<file path="src/rtl/rr_arbiter8.sv">
// Eight-way round-robin arbiter with bounded hold; grant appears 1 cycle after req is sampled.
// No backpressure: owner ends via release_grant or dropping req, else a forced end pulses timeout.
module rr_arbiter8 #(
    parameter int N        = 8,
    parameter int MAX_HOLD = 15
) (
    input  logic         clk,
    input  logic         rst_n,
    input  logic [N-1:0] req,
    input  logic         release_grant,
    output logic [N-1:0] grant,
    output logic         grant_valid,
    output logic         timeout
);

    localparam logic [7:0] MAX_HOLD_C = 8'(MAX_HOLD);

    typedef enum logic {
        IDLE  = 1'b0,
        GRANT = 1'b1
    } state_t;

    state_t       state, state_nxt;
    logic [2:0]   ptr, ptr_nxt;
    logic [2:0]   owner, owner_nxt;
    logic [7:0]   cnt, cnt_nxt;
    logic [N-1:0] grant_nxt;
    logic         timeout_nxt;
    logic         found;
    logic [2:0]   pick;
    logic [2:0]   idx;

    always_ff @(posedge clk) begin
        if (!rst_n) begin
            state       <= IDLE;
            ptr         <= 3'd0;
            owner       <= 3'd0;
            cnt         <= 8'd0;
            grant       <= '0;
            grant_valid <= 1'b0;
            timeout     <= 1'b0;
        end else begin
            state       <= state_nxt;
            ptr         <= ptr_nxt;
            owner       <= owner_nxt;
            cnt         <= cnt_nxt;
            grant       <= grant_nxt;
            grant_valid <= |grant_nxt;
            timeout     <= timeout_nxt;
        end
    end

    always_comb begin
        state_nxt   = state;
        ptr_nxt     = ptr;
        owner_nxt   = owner;
        cnt_nxt     = cnt;
        grant_nxt   = '0;
        timeout_nxt = 1'b0;
        found       = 1'b0;
        pick        = ptr;
        idx         = ptr;

        case (state)
            IDLE: begin
                // Cyclic search starting at ptr; the 3-bit add wraps 7->0 naturally.
                for (int k = 0; k < 8; k++) begin
                    idx = ptr + 3'(k);
                    if (!found && req[idx]) begin
                        found = 1'b1;
                        pick  = idx;
                    end
                end
                if (found) begin
                    state_nxt = GRANT;
                    owner_nxt = pick;
                    cnt_nxt   = 8'd1;
                    grant_nxt = N'(1) << pick;
                end
            end
            GRANT: begin
                if (release_grant || !req[owner] || cnt == MAX_HOLD_C) begin
                    state_nxt   = IDLE;
                    ptr_nxt     = owner + 3'd1;
                    cnt_nxt     = 8'd0;
                    // Voluntary ends take priority, so a forced end only flags when nothing else ended it.
                    timeout_nxt = !release_grant && req[owner];
                end else begin
                    cnt_nxt   = cnt + 8'd1;
                    grant_nxt = grant;
                end
            end
            default: begin
                state_nxt = IDLE;
            end
        endcase
    end

endmodule

</file>
<file path="config.mk">
export PLATFORM = sky130hd
export DESIGN_NAME = rr_arbiter8
export DESIGN_NICKNAME = d
export VERILOG_FILES = /design/src/rtl/rr_arbiter8.sv
export SDC_FILE = /design/constraint.sdc
export NUM_CORES = 1
export LEC_CHECK = 0
export BUFFER_PORTS_ARGS = -buffer_cell sky130_fd_sc_hd__buf_2
export CAP_MARGIN = 20
export CORE_ASPECT_RATIO = 1.5
export CORE_MARGIN = 3
export CORE_UTILIZATION = 59
export DETAILED_ROUTE_END_ITERATION = 10
export GPL_ROUTABILITY_DRIVEN = 0
export HOLD_SLACK_MARGIN = 0.02
export PLACE_DENSITY = 0.89
export SYNTH_ARGS = -nofsm -noshare
export SYNTH_HDL_FRONTEND = slang
export SYNTH_SLANG_ARGS = --single-unit
</file>
<file path="constraint.sdc">
create_clock -name clk -period 3.71 [get_ports clk]
set_input_delay 0.742 -clock clk [delete_from_list [all_inputs] [get_ports clk]]
set_output_delay 0.742 -clock clk [all_outputs]
set_load 0.005 [all_outputs]
</file>
==> results.txt <==
Status - finished clean
Number of I/O pins - 21
Post-route insts no fill - 297
Hold Crit Class - flop to flop
DPL Wire Length - 4140 um
Hold Violations, Final - 0
CTS Buffer Depth - 2
Detail Route met2 WL - 2990 um
Top Layer Used - met4
Sequential cell area - 500 sq um
DR iter-0 viols - 81
Worst Path Required - 3930 ps
IO buf count - 20
H-tree depth - 1
Die H - 79.8 um
Top-count cell post-synth - dfxtp_1
All-Layer GR Usage - 0.250
WL met3 - 150 um
Synth top area cells - dfxtp_1, mux4_2, mux2i_1, a21oi_1, nor2_1
Nets - 271
CTS tree - done
Post-Syn Area - 0.00214 sq mm
FILL cells - 269
Worst Skew - 6.75 ps
DRT met1 WL - 2080 um
Initial antenna violation count - 0
Crit path max-delay cell type - ha_2
Multi-input gate area - 0.00156 sq mm
Largest net degree at the start of global routing - 18
Crit Path Max Fanout - 12
Clock Sinks - 25
RR Endpoint - grant[0]
CP Cell Sequence - clkinv_1 -> ha_2 -> mux2_4 -> mux4_2 -> a32oi_2 -> a21oi_2 -> or3_4 -> a211oi_1 -> a32o_1
Cells after Synth - 237
Reg-to-Reg Start - ptr[0]
Die area - 0.00441 sq mm
CP max stage delay - 570 ps
Max Cap Viol - 0
Critical path data arrival time - 3700 ps
Dominant cell type by area after synthesis - dfxtp_1
Post-synth top area share - 0.234
Setup crit start kind - flop
DRT Pass-1 Iters - 4
Post-route clock period utilization - 0.939
Fmax - 287 MHz
Final setup violation count - 0
# DRC - 0
Yosys reg bits - 25
Syn. warnings - 0
Post-Synthesis Net Count - 252
Vias per cell - 6.93
Avg Cell Area, Syn - 9.04 sq um
Initial Utilization - 0.622
Row cnt - 26
Fin crit period - 3480 ps
Antenna violation net count after detailed routing - 0
Critical path type - flop to flop
Global-route wire length before repair - 9080 um
WL final - 5390 um
Clock root cell - clkbuf_8
Setup TNS - 0 ps
Synth-to-Final Area Change - 8.52%
Top post-synthesis cells by count - dfxtp_1, nor2_1, nand2_1, a21oi_1
VDD IR max - 460 uV
Placed Instances - 293
Cell variety after synth - 60
Vias in the first global route - 2013
Reg2reg setup slack - 230 ps
Worst Tran Pin Value - 582 ps
Setup ws final - 227 ps
WL per Instance - 18.1 um
Worst R2R Path Depth - 9
Leakage - 0.887 nW
Vias - 2058
Relative slew slack - 0.610
Post-synthesis sequential area ratio - 0.234
Hold Path Cell Cnt - 2
Async SR Flop Fraction - 0
Max Slew Vio Count - 0
Core Region - 0.00345 sq mm
Crit. End Element - flop
Layout cell share with drive strength beyond 1 - 0.224
GR Overflow Total - 0
PwrDens - 550 mW/mm^2
Worst-Skew Late Latency - 270 ps
Setup WS pre-CTS - 191 ps
Top_reg_cell synth - dfxtp_1
DIE WIDTH - 55.2 um
CTS clk-pin slew, worst paths - 90 ps
Num CTS Buffers - 3
Crit path from - ptr[0]
CP endpoint - grant[0]
EDFF count, synth - 0
Antenna fix cells - 0
-- kinds of logic (layout without fill, tap and decap cells) --
family / after synthesis / in the layout / share of synthesized area
muxes: 32 / 32 / 0.238
adders and majority gates: 4 / 4 / 0.0234
AOI/OAI and AO/OA: 69 / 69 / 0.233
DFF: 25 / 25 / 0.234
and+or+nand+nor: 82 / 82 / 0.204
xor gates and xnor gates: 7 / 7 / 0.0286
buffers and inverters: 18 / 36 / 0.0397
-- routing by layer --
layer  track usage  up-vias
met2         0.466       56
met1         0.272     1017
li1              -      960
met4         0.134        0
met5             0        -
met3        0.0307       25
-- power by group --
part	switching, mW	leakage (nW)	total, mW	internal (mW)
clock network	0.0855	0.0217	0.162	0.0761
logic	0.432	0.661	0.769	0.338
registers	0.0434	0.204	0.349	0.306
total	0.560	0.887	1.28	0.720
-- registers in the layout, indices dropped and copies added, names as in the netlist --
register / cells
cnt: 8
grant: 8
grant_valid: 1
owner: 3
ptr: 3
state: 1
timeout: 1
-- what timing repair did --
action,CTS,global route
resized for setup,0,1
buffers inserted,0,0
endpoints found under the setup margin,0,8
hold buffers,0,0
-- layout by cell type, fill, tap and decap left out, types with 3 or more instances in the layout --
| cell | n |
|---|---|
| a211oi_1 | 4 |
| a21oi_1 | 18 |
| a32o_1 | 4 |
| and3_1 | 6 |
| buf_2 | 20 |
| buf_4 | 5 |
| clkbuf_8 | 3 |
| dfxtp_1 | 25 |
| ha_1 | 3 |
| inv_1 | 5 |
| mux2_2 | 3 |
| mux2_4 | 4 |
| mux2i_1 | 12 |
| mux4_2 | 12 |
| nand2_1 | 19 |
| nand2b_1 | 7 |
| nand3_1 | 8 |
| nor2_1 | 22 |
| nor4_1 | 4 |
| o21ai_0 | 10 |
| o31ai_1 | 4 |
| xor2_1 | 5 |
-- stage by stage --
| step | hold WS, ps | total power, mW | instance area (sq um) | util |
|---|---|---|---|---|
| 2_1_floorplan | 444 | 0.947 | 2140 | - |
| 3_3_place_gp | 455 | 1.09 | 2270 | 0.660 |
| 3_5_place_dp | 464 | 1.11 | 2270 | 0.660 |
| 4_1_cts | 477 | 1.27 | 2320 | 0.674 |
| 5_1_grt | 510 | 1.37 | 2330 | 0.675 |
| 6_report | 478 | 1.28 | 2330 | 0.675 |
-- worst max-delay path: cells and delay by family (launching register included) --
kind | cells | cell delay, ps
simple gates | 1 | 370
mux | 2 | 920
flops | 1 | 340
buf+inv | 1 | 210
fa+ha+maj | 1 | 570
compound gates | 4 | 1030
-- worst min-delay path by stage --
stage | slack (ps) | start | to
4_1_cts | 480 | grant[2] | grant[2]
6_report | 480 | grant[2] | grant[2]
3_3_place_gp | 450 | cnt[1] | cnt[1]
2_1_floorplan | 440 | cnt[1] | cnt[1]
3_5_place_dp | 460 | grant[2] | grant[2]
5_1_grt | 510 | cnt[1] | cnt[1]
-- area by class of cell --
type,instances,share of cell area
clock buffer,3,0.0178
clock inverter,1,0.00323
inverter,7,0.0113
multi-input combinational,194,0.671
sequential,25,0.215
tap,42,0.0226
timing repair buffer,25,0.0592
No activity file was read; power rests on OpenSTA's default activity.
